**src/rtl/nibble_rx_pkg.sv**
```systemverilog
// -----------------------------------------------------------------------------
// nibble_rx_pkg
// Shared definitions for the nibble_rx serial receiver:
//   - state_e     : receiver FSM states (IDLE, START, DATA, STOP)
//   - *_DEF       : default frame geometry
//   - HALF_BIT    : start-bit midpoint offset for the default bit period
//   - half_bit()  : midpoint offset for an arbitrary bit period
// -----------------------------------------------------------------------------
package nibble_rx_pkg;

   typedef enum logic [1:0] {
      IDLE  = 2'd0,
      START = 2'd1,
      DATA  = 2'd2,
      STOP  = 2'd3
   } state_e;

   localparam int CLKS_PER_BIT_DEF = 4;
   localparam int DATA_W_DEF       = 4;
   localparam int HALF_BIT         = CLKS_PER_BIT_DEF / 2;

   // Clock cycles from the detected start edge to the start-bit midpoint.
   function automatic int half_bit(input int clks_per_bit);
      return clks_per_bit / 2;
   endfunction

endpackage

```
**src/rtl/nibble_rx_if.sv**
```systemverilog
// -----------------------------------------------------------------------------
// nibble_rx_if
// Bundles the serial line and the parallel word/strobe outputs of nibble_rx.
//   rx        : serial line, idle high (driven by the line side)
//   data      : last correctly received word
//   load      : one-cycle strobe, data is new in the same cycle
//   frame_err : one-cycle strobe, stop bit was sampled low
//   busy      : high while a frame is being received
// Modports:
//   master : line driver / downstream consumer side
//   slave  : the receiver itself
// -----------------------------------------------------------------------------
interface nibble_rx_if #(
   parameter int DATA_W = 4
) ();

   logic              rx;
   logic [DATA_W-1:0] data;
   logic              load;
   logic              frame_err;
   logic              busy;

   modport master (
      output rx,
      input  data,
      input  load,
      input  frame_err,
      input  busy
   );

   modport slave (
      input  rx,
      output data,
      output load,
      output frame_err,
      output busy
   );

endinterface

```
**src/rtl/nibble_rx_sync_2ff.sv**
```systemverilog
// -----------------------------------------------------------------------------
// sync_2ff
// Two-flop synchronizer for a single asynchronous input.
//   clk   : destination clock
//   rst   : asynchronous active-high reset, both flops load RST_VAL
//   d_i   : asynchronous input
//   q_o   : synchronized output, two clk cycles behind d_i
// -----------------------------------------------------------------------------
module sync_2ff #(
   parameter logic RST_VAL = 1'b1
) (
   input  logic clk,
   input  logic rst,
   input  logic d_i,
   output logic q_o
);

   logic meta_q;
   logic sync_q;

   // Two-stage capture of the asynchronous input.
   always_ff @(posedge clk or posedge rst) begin
      if (rst) begin
         meta_q <= RST_VAL;
         sync_q <= RST_VAL;
      end else begin
         meta_q <= d_i;
         sync_q <= meta_q;
      end
   end

   assign q_o = sync_q;

endmodule

```
**src/rtl/nibble_rx.sv**
```systemverilog
// -----------------------------------------------------------------------------
// nibble_rx
// UART-style serial receiver: start bit (0), DATA_W data bits LSB first,
// stop bit (1). Produces a parallel word with a one-cycle load strobe, or a
// one-cycle frame_err strobe when the stop bit is sampled low.
//   clk : system clock, rising edge
//   rst : asynchronous active-high reset
//   bus : nibble_rx_if.slave (rx in; data, load, frame_err, busy out)
// All outputs are registered. Sampling decisions use only the synchronized
// line; every sample lands on the middle of a bit cell.
// -----------------------------------------------------------------------------
module nibble_rx
   import nibble_rx_pkg::*;
#(
   parameter int CLKS_PER_BIT = CLKS_PER_BIT_DEF,
   parameter int DATA_W       = DATA_W_DEF
) (
   input logic        clk,
   input logic        rst,
   nibble_rx_if.slave bus
);

   localparam int CYC_W    = $clog2(CLKS_PER_BIT);
   localparam int BIT_W    = $clog2(DATA_W + 1);
   localparam int HALF_CYC = half_bit(CLKS_PER_BIT);

   localparam logic [1:0] ST_IDLE  = IDLE;
   localparam logic [1:0] ST_START = START;
   localparam logic [1:0] ST_DATA  = DATA;
   localparam logic [1:0] ST_STOP  = STOP;

   // The START counter begins the cycle after the edge is seen, so the
   // midpoint is reached when it shows HALF_CYC-1.
   localparam logic [CYC_W-1:0] CYC_HALF_LAST = CYC_W'(HALF_CYC - 1);
   localparam logic [CYC_W-1:0] CYC_BIT_LAST  = CYC_W'(CLKS_PER_BIT - 1);
   localparam logic [BIT_W-1:0] BIT_LAST      = BIT_W'(DATA_W - 1);

   logic              rx_s;

   logic [1:0]        state_q, state_d;
   logic [CYC_W-1:0]  cyc_q,   cyc_d;
   logic [BIT_W-1:0]  bit_q,   bit_d;
   logic [DATA_W-1:0] shift_q, shift_d;
   logic [DATA_W-1:0] data_q,  data_d;
   logic              load_q,  load_d;
   logic              ferr_q,  ferr_d;
   logic              busy_q,  busy_d;

   sync_2ff #(
      .RST_VAL (1'b1)
   ) u_sync (
      .clk (clk),
      .rst (rst),
      .d_i (bus.rx),
      .q_o (rx_s)
   );

   // Next-state logic for the receive FSM, counters, shifter and strobes.
   always_comb begin
      state_d = state_q;
      cyc_d   = cyc_q;
      bit_d   = bit_q;
      shift_d = shift_q;
      data_d  = data_q;
      load_d  = 1'b0;
      ferr_d  = 1'b0;

      case (state_q)
         ST_IDLE: begin
            cyc_d = {CYC_W{1'b0}};
            if (!rx_s) begin
               state_d = ST_START;
            end else begin
               state_d = ST_IDLE;
            end
         end

         ST_START: begin
            if (cyc_q == CYC_HALF_LAST) begin
               cyc_d = {CYC_W{1'b0}};
               bit_d = {BIT_W{1'b0}};
               // A line that is high again at the midpoint was only a glitch.
               if (!rx_s) begin
                  state_d = ST_DATA;
               end else begin
                  state_d = ST_IDLE;
               end
            end else begin
               cyc_d = cyc_q + CYC_W'(1);
            end
         end

         ST_DATA: begin
            if (cyc_q == CYC_BIT_LAST) begin
               cyc_d   = {CYC_W{1'b0}};
               // LSB arrives first, so new bits enter at the top and move down.
               shift_d = {rx_s, shift_q[DATA_W-1:1]};
               if (bit_q == BIT_LAST) begin
                  bit_d   = {BIT_W{1'b0}};
                  state_d = ST_STOP;
               end else begin
                  bit_d = bit_q + BIT_W'(1);
               end
            end else begin
               cyc_d = cyc_q + CYC_W'(1);
            end
         end

         ST_STOP: begin
            if (cyc_q == CYC_BIT_LAST) begin
               cyc_d   = {CYC_W{1'b0}};
               state_d = ST_IDLE;
               if (rx_s) begin
                  data_d = shift_q;
                  load_d = 1'b1;
               end else begin
                  ferr_d = 1'b1;
               end
            end else begin
               cyc_d = cyc_q + CYC_W'(1);
            end
         end

         default: begin
            state_d = ST_IDLE;
            cyc_d   = {CYC_W{1'b0}};
            bit_d   = {BIT_W{1'b0}};
         end
      endcase

      // busy follows the state being entered so it is registered with it.
      busy_d = (state_d != ST_IDLE);
   end

   // State, counter, shifter and output registers.
   always_ff @(posedge clk or posedge rst) begin
      if (rst) begin
         state_q <= ST_IDLE;
         cyc_q   <= {CYC_W{1'b0}};
         bit_q   <= {BIT_W{1'b0}};
         shift_q <= {DATA_W{1'b0}};
         data_q  <= {DATA_W{1'b0}};
         load_q  <= 1'b0;
         ferr_q  <= 1'b0;
         busy_q  <= 1'b0;
      end else begin
         state_q <= state_d;
         cyc_q   <= cyc_d;
         bit_q   <= bit_d;
         shift_q <= shift_d;
         data_q  <= data_d;
         load_q  <= load_d;
         ferr_q  <= ferr_d;
         busy_q  <= busy_d;
      end
   end

   assign bus.data      = data_q;
   assign bus.load      = load_q;
   assign bus.frame_err = ferr_q;
   assign bus.busy      = busy_q;

endmodule
```
**src/flat_wrapper.sv**
```systemverilog
// flat-port wrapper written by rule: the top's interface ports become plain ports
module nibble_rx_flat import nibble_rx_pkg::*;
#(
   parameter int CLKS_PER_BIT = CLKS_PER_BIT_DEF,
   parameter int DATA_W       = DATA_W_DEF
)
  (clk, rst, bus_rx, bus_data, bus_load, bus_frame_err, bus_busy);
  nibble_rx_if #(.DATA_W(DATA_W)) bus_i ();
  input logic clk;
  input logic rst;
  input wire logic [$bits(bus_i.rx)-1:0] bus_rx;
  output wire logic [$bits(bus_i.data)-1:0] bus_data;
  output wire logic [$bits(bus_i.load)-1:0] bus_load;
  output wire logic [$bits(bus_i.frame_err)-1:0] bus_frame_err;
  output wire logic [$bits(bus_i.busy)-1:0] bus_busy;
  assign bus_i.rx = bus_rx;
  assign bus_data = bus_i.data;
  assign bus_load = bus_i.load;
  assign bus_frame_err = bus_i.frame_err;
  assign bus_busy = bus_i.busy;
  nibble_rx #(.CLKS_PER_BIT(CLKS_PER_BIT), .DATA_W(DATA_W)) u_core (.clk(clk), .rst(rst), .bus(bus_i));
endmodule
```
**config.mk**
```make
export PLATFORM = sky130hd
export DESIGN_NAME = nibble_rx_flat
export DESIGN_NICKNAME = d
export VERILOG_FILES = /design/src/rtl/nibble_rx_pkg.sv /design/src/rtl/nibble_rx_if.sv /design/src/rtl/nibble_rx_sync_2ff.sv /design/src/rtl/nibble_rx.sv /design/src/flat_wrapper.sv
export SDC_FILE = /design/constraint.sdc
export NUM_CORES = 1
export LEC_CHECK = 0
export ABC_AREA = 1
export CAP_MARGIN = 10
export CORE_UTILIZATION = 57
export DETAILED_ROUTE_END_ITERATION = 7
export GPL_ROUTABILITY_DRIVEN = 0
export PLACE_DENSITY = 0.81
export SYNTH_ARGS = -nofsm -noshare
export SYNTH_HDL_FRONTEND = slang
export SYNTH_SLANG_ARGS = --single-unit
```
**constraint.sdc**
```tcl
create_clock -name clk -period 2.15 [get_ports clk]
set_clock_uncertainty 0.05 [all_clocks]
set_input_delay 0.215 -clock clk [delete_from_list [all_inputs] [get_ports clk]]
set_output_delay 0.215 -clock clk [all_outputs]
set_load 0.02 [all_outputs]
```
# --- Word-level counts from Yosys, hierarchy flattened ---
# Index checks and enable logic that the tools add are counted.
classes:
  addsub: 2
  multipliers: 0
  n_div: 0
  n_lt_le_gt_ge: 0
  eq_ne: 8
  shift: 0
  n_mux: 20
  n_bitwise: 0
  reduce_logical: 7
op_table:
  columns: ["cell", "count"]
  rows:
  - ["$mux 2", 7]
  - ["$mux 3", 3]
  - ["$pmux 2 s4", 1]
  - ["$mux 1", 7]
  - ["$eq 2x2->1 const B", 3]
  - ["$pmux 2 s3", 1]
  - ["$pmux 3 s2", 1]
  - ["$reduce_and 3->1", 2]
  - ["$eq 2x1->1 const B", 2]
  - ["$ne 2x1->1 const B", 2]
  - ["$reduce_bool 2->1", 2]
  - ["$add 3x1->3 const B", 1]
  - ["$eq 3x2->1 const B", 1]
  - ["$add 2x1->2 const B", 1]
  - ["$logic_not 2->1", 1]
  - ["$reduce_and 2->1", 1]
  - ["$reduce_or 2->1", 1]
totals:
  regBits: 20
  latch_bits: 0
  ramBits: 0
  mem_bits_ro: 0
  input_bits: 3
  output_inout_bits: 7
  word_cells: 47
  n_memories: 0

# --- Depth between registers and ports, before layout ---
logic_depth:
  word_depth: 5
  ltp_mapped: 9

# --- Hierarchy ---
# From an unflattened synthesis, not the netlist that was laid out.
hier_totals:
  hier_cells: 90
  area_unflattened_um2: 849.6
by_module_without_submodules:
  columns: ["module", "instances", "cells_each", "area_each_um2"]
  rows:
  - ["nibble_rx", 1, 87, 793.3]
  - ["sync_2ff", 1, 3, 56.3]

# --- Least setup slack after synthesis ---
# OpenSTA, ideal clock, no wires.
synth_timing:
  path_type: "register to register"
  startpoint: "register u_core.state_q[0]"
  endpoint: "register u_core.bit_q[1]"
  setup_time_ps: 120
  t_arrival_ps: 1113
  required_ps: 1980
  slack_ps: 867
  path_stages_with_launch: 8
  cell_sequence: "dfrtp_1 -> inv_1 -> ha_1 -> inv_2 -> nor2_1 -> nor2_1 -> nand3_1 -> nand2_1"
synth_between:
  elab_chain_len: 3
synth_rtl:
  columns: ["item", "line_no", "source"]
  rows:
  - ["start, declared", "nibble_rx.sv:40", "logic [1:0] state_q, state_d;"]
  - ["start signal, assigned", "nibble_rx.sv:147", "state_q <= state_d;"]
  - ["$eq 2x2->1 / $eq 2x1->1 (equally long branches)", "nibble_rx.sv:68", "case (state_q)"]
  - ["$ne 2x1->1 (no source line) / $reduce_bool 2->1 (equally long branches)", null, null]
  - ["$reduce_and 3->1 (no source line)", null, null]
  - ["end signal, assigned", "nibble_rx.sv:140", "bit_q <= {BIT_W{1'b0}};"]
  - ["end signal, assigned", "nibble_rx.sv:149", "bit_q <= bit_d;"]
  - ["end, declared", "nibble_rx.sv:42", "logic [BIT_W-1:0] bit_q, bit_d;"]
# Several ways; a longest one is shown, not always the timed one.
# A chain may end at the register's enable or synchronous reset.

# --- Final worst setup path ---
# Same ends and word-level chain as after synthesis.

==> flow_summary.ini <==
[cts]
clock_latency_ns = 0.29
clock_tree_from_tritoncts = built
cts_buffers = 3
worst_setup_hold_path_clk_slew_ns = 0.11
tritoncts_num_sinks = 20
cts_buffer_depth = 2
root_buffer = sky130_fd_sc_hd__clkbuf_4
post_cts_buffers = 0
cts_hold_repair.buffers = 0
h_tree_levels = 1
gates_resized_cts_repair = 0

[route]
wl_per_cell_um = 11.80
remaining_number_of_nets_flagged_by_the_antenna_check_after_routing = 0
num_vias = 650
drc = 0
drt-initial-drc-count = 16
drt_wl_total_um = 1498
drt_pre_antenna_iters = 4
vias_per_cell = 5.118

[sta]
finalCriticalPeriod_ns = 1.524
fmax_ghz = 0.6561
timing_max_transition_violations_final = 0
slew_headroom = 0.5162
setup_violations = 0
fin_setup_tns_ns = 0
grt_setup_unrepaired = no
timing.final.hold_violations = 0
period_share = 0.7089
worst_slew_pin_tran_ns = 0.7250

[grt]
grt_antenna_before_repair = 0
grt.overflow.total = 0
grt_start_max_net_pins = 21
grt_pass1_wl_um = 2725
via_count_of_the_first_global_routing_pass = 654
grt_use_total = 0.2059

[setup_path]
r2r_setup_slack_ns = 0.63
timing.critical_path.arrival_ns = 1.65
critical_path.reg2reg.startpoint = u_core.state_q[0]$_DFF_PP0_
rr_worst_depth = 7
cp-start-kind = flip-flop
r2r_end = u_core.bit_q[1]$_DFFE_PP0P_
critical_path.endpoint_type = flip-flop
critical_path_class = flip-flop to flip-flop
required_ns = 2.28
critPathMaxFanout = 5

[worst_hold_path]
hp-start = bus_rx
whs_path_depth = 1
hold_end = u_core.u_sync.meta_q$_DFF_PP1_
min-delay-path-class = input port to flip-flop

[final_layout]
fillerInstances = 98
layout.nets = 124
final_layout_size_suffix_gt1_frac = 0.06250
finish.utilization = 0.7683
antennaDiodeCount = 0
area_growth_pct = 17.92

[die]
floorplan.initialDensity = 0.6516
die_area_um2 = 1743
num_rows = 13
num_io_pins = 10
chipWidth_um = 41.76
die_height_um = 41.76
coreArea_um2 = 1383

[synth]
netlist_top_cells_count = sky130_fd_sc_hd__nand2_1 (28), sky130_fd_sc_hd__dfrtp_1 (18), sky130_fd_sc_hd__inv_1 (16), sky130_fd_sc_hd__o21ai_0 (9), sky130_fd_sc_hd__ha_1 (8)
netlist_area_um2 = 900.9
synth_async_sr_flop_share = 1.000
yosysTopAreaCellShare = 0.5000
synth-edff-count = 0
yosys_most_used_dff = sky130_fd_sc_hd__dfrtp_1
netlist_instances = 99
proportion_of_synthesized_chip_area_in_sequential_cells = 0.5583
netlist-cell-type-count = 13
synth.largest_area_cell = sky130_fd_sc_hd__dfrtp_1
post_synth.cell_area_avg_um2 = 9.100
synth_top_cells_by_area = sky130_fd_sc_hd__dfrtp_1 (50%), sky130_fd_sc_hd__nand2_1 (12%), sky130_fd_sc_hd__ha_1 (11%), sky130_fd_sc_hd__inv_1 (6.7%), sky130_fd_sc_hd__dfstp_2 (5.8%)
ys_ff_latch = 20
ys_warn_count = 0
synth_nets = 110
synth_most_common_cell = sky130_fd_sc_hd__nand2_1

[place]
buffer_ports.inserted = 9
dp_hpwl_um = 1136

[job]
maxCapViolations = 0

[pwr]
pwr_density_cell_nw_per_um2 = 697.2
power.ir.vdd_worst_mv = 0.6621
static-leakage-power_nw = 0.5581

[outcome]
outcome = finished clean
[per-layer routing]
layer	part of all wire	global-route usage	wire, µm
met1	0.48	0.2566	713
met4	0.0093	0.08387	14
met2	0.48	0.3531	726
met5	0	0	0
met3	0.029	0.03478	43
[flip-flops by register name (all words and copies together) (netlist names)]
register              flops
u_core.bus.busy           1
u_core.u_sync.meta_q      1
u_core.bit_q              3
u_core.bus.load           1
u_core.shift_q            4
u_core.state_q            2
u_core.cyc_q              2
u_core.u_sync.q_o         1
u_core.bus.frame_err      1
u_core.bus.data           4
[stage by stage]
stage               cells  hold slack, ns  worst slack, ns  instance area (µm²)   power, W
floorplan              99          0.1273           0.8665                900.9  0.0004329
global placement      123          0.2988           0.8090                 1010  0.0004494
detailed placement    123          0.2972           0.6623                 1010  0.0004508
CTS                   127          0.2680           0.6084                 1062  0.0007511
global route          127          0.2718           0.5207                 1062  0.0007730
finish                127          0.2682           0.6259                 1062  0.0007406
[power breakdown]
part           internal, W  switching [W]
clock             0.000188       0.000109
combinational    0.0000187      0.0000332
sequential        0.000385     0.00000588
[final cells by class]
cell class / count / area [µm²] / area share
flip-flops and latches: 20 / 503.0 / 0.4735
multi-input cells: 62 / 334.1 / 0.3145
repair buffers: 9 / 90.09 / 0.08481
inverters: 17 / 63.81 / 0.06007
clock inverters: 1 / 30.03 / 0.02827
clock buffers: 3 / 22.52 / 0.02120
well taps: 15 / 18.77 / 0.01767
[kinds of logic after synthesis]
group | count (synthesis) | share of synthesized area
compound gates | 14 | 0.08056
buf+inv | 17 | 0.07083
flops | 20 | 0.5583
simple gates | 40 | 0.1792
fa+ha+maj | 8 | 0.1111
[worst max-delay path, cell delays in order, from the launching register on]
cell and delay, ns:
sky130_fd_sc_hd__dfrtp_1 0.42, sky130_fd_sc_hd__inv_1 0.12, sky130_fd_sc_hd__ha_1 0.28, sky130_fd_sc_hd__inv_2 0.08, sky130_fd_sc_hd__nor2_1 0.21, sky130_fd_sc_hd__nor2_1 0.12, sky130_fd_sc_hd__nand3_1 0.08, sky130_fd_sc_hd__nand2_1 0.06
[cells in the final DEF (no fill, tap or decap)]
| master | count |
|---|---|
| sky130_fd_sc_hd__a21oi_1 | 4 |
| sky130_fd_sc_hd__bufinv_16 | 1 |
| sky130_fd_sc_hd__clkbuf_4 | 3 |
| sky130_fd_sc_hd__clkdlybuf4s50_1 | 9 |
| sky130_fd_sc_hd__dfrtp_1 | 18 |
| sky130_fd_sc_hd__dfstp_2 | 2 |
| sky130_fd_sc_hd__ha_1 | 8 |
| sky130_fd_sc_hd__inv_1 | 16 |
| sky130_fd_sc_hd__inv_2 | 1 |
| sky130_fd_sc_hd__nand2_1 | 28 |
| sky130_fd_sc_hd__nand3_1 | 6 |
| sky130_fd_sc_hd__nor2_1 | 4 |
| sky130_fd_sc_hd__nor3_1 | 1 |
| sky130_fd_sc_hd__o21ai_0 | 9 |
| sky130_fd_sc_hd__o21bai_1 | 1 |
| sky130_fd_sc_hd__or2_1 | 1 |
[how the worst max path moves through the flow]
stage                              startpoint                          end  slack (ns)  cells past startpoint
2_1_floorplan     u_core.state_q[0]$_DFF_PP0_  u_core.bit_q[1]$_DFFE_PP0P_        0.87                      7
3_3_place_gp      u_core.state_q[0]$_DFF_PP0_  u_core.bit_q[1]$_DFFE_PP0P_        0.81                      7
3_5_place_dp      u_core.state_q[0]$_DFF_PP0_  u_core.bit_q[1]$_DFFE_PP0P_        0.66                      7
4_1_cts        u_core.bus.data[0]$_DFFE_PP0P_                  bus_data[0]        0.61                      1
5_1_grt           u_core.state_q[0]$_DFF_PP0_  u_core.bit_q[1]$_DFFE_PP0P_        0.52                      7
6_report          u_core.state_q[0]$_DFF_PP0_  u_core.bit_q[1]$_DFFE_PP0P_        0.63                      7
Note: power is estimated with default switching activity, not from simulation.
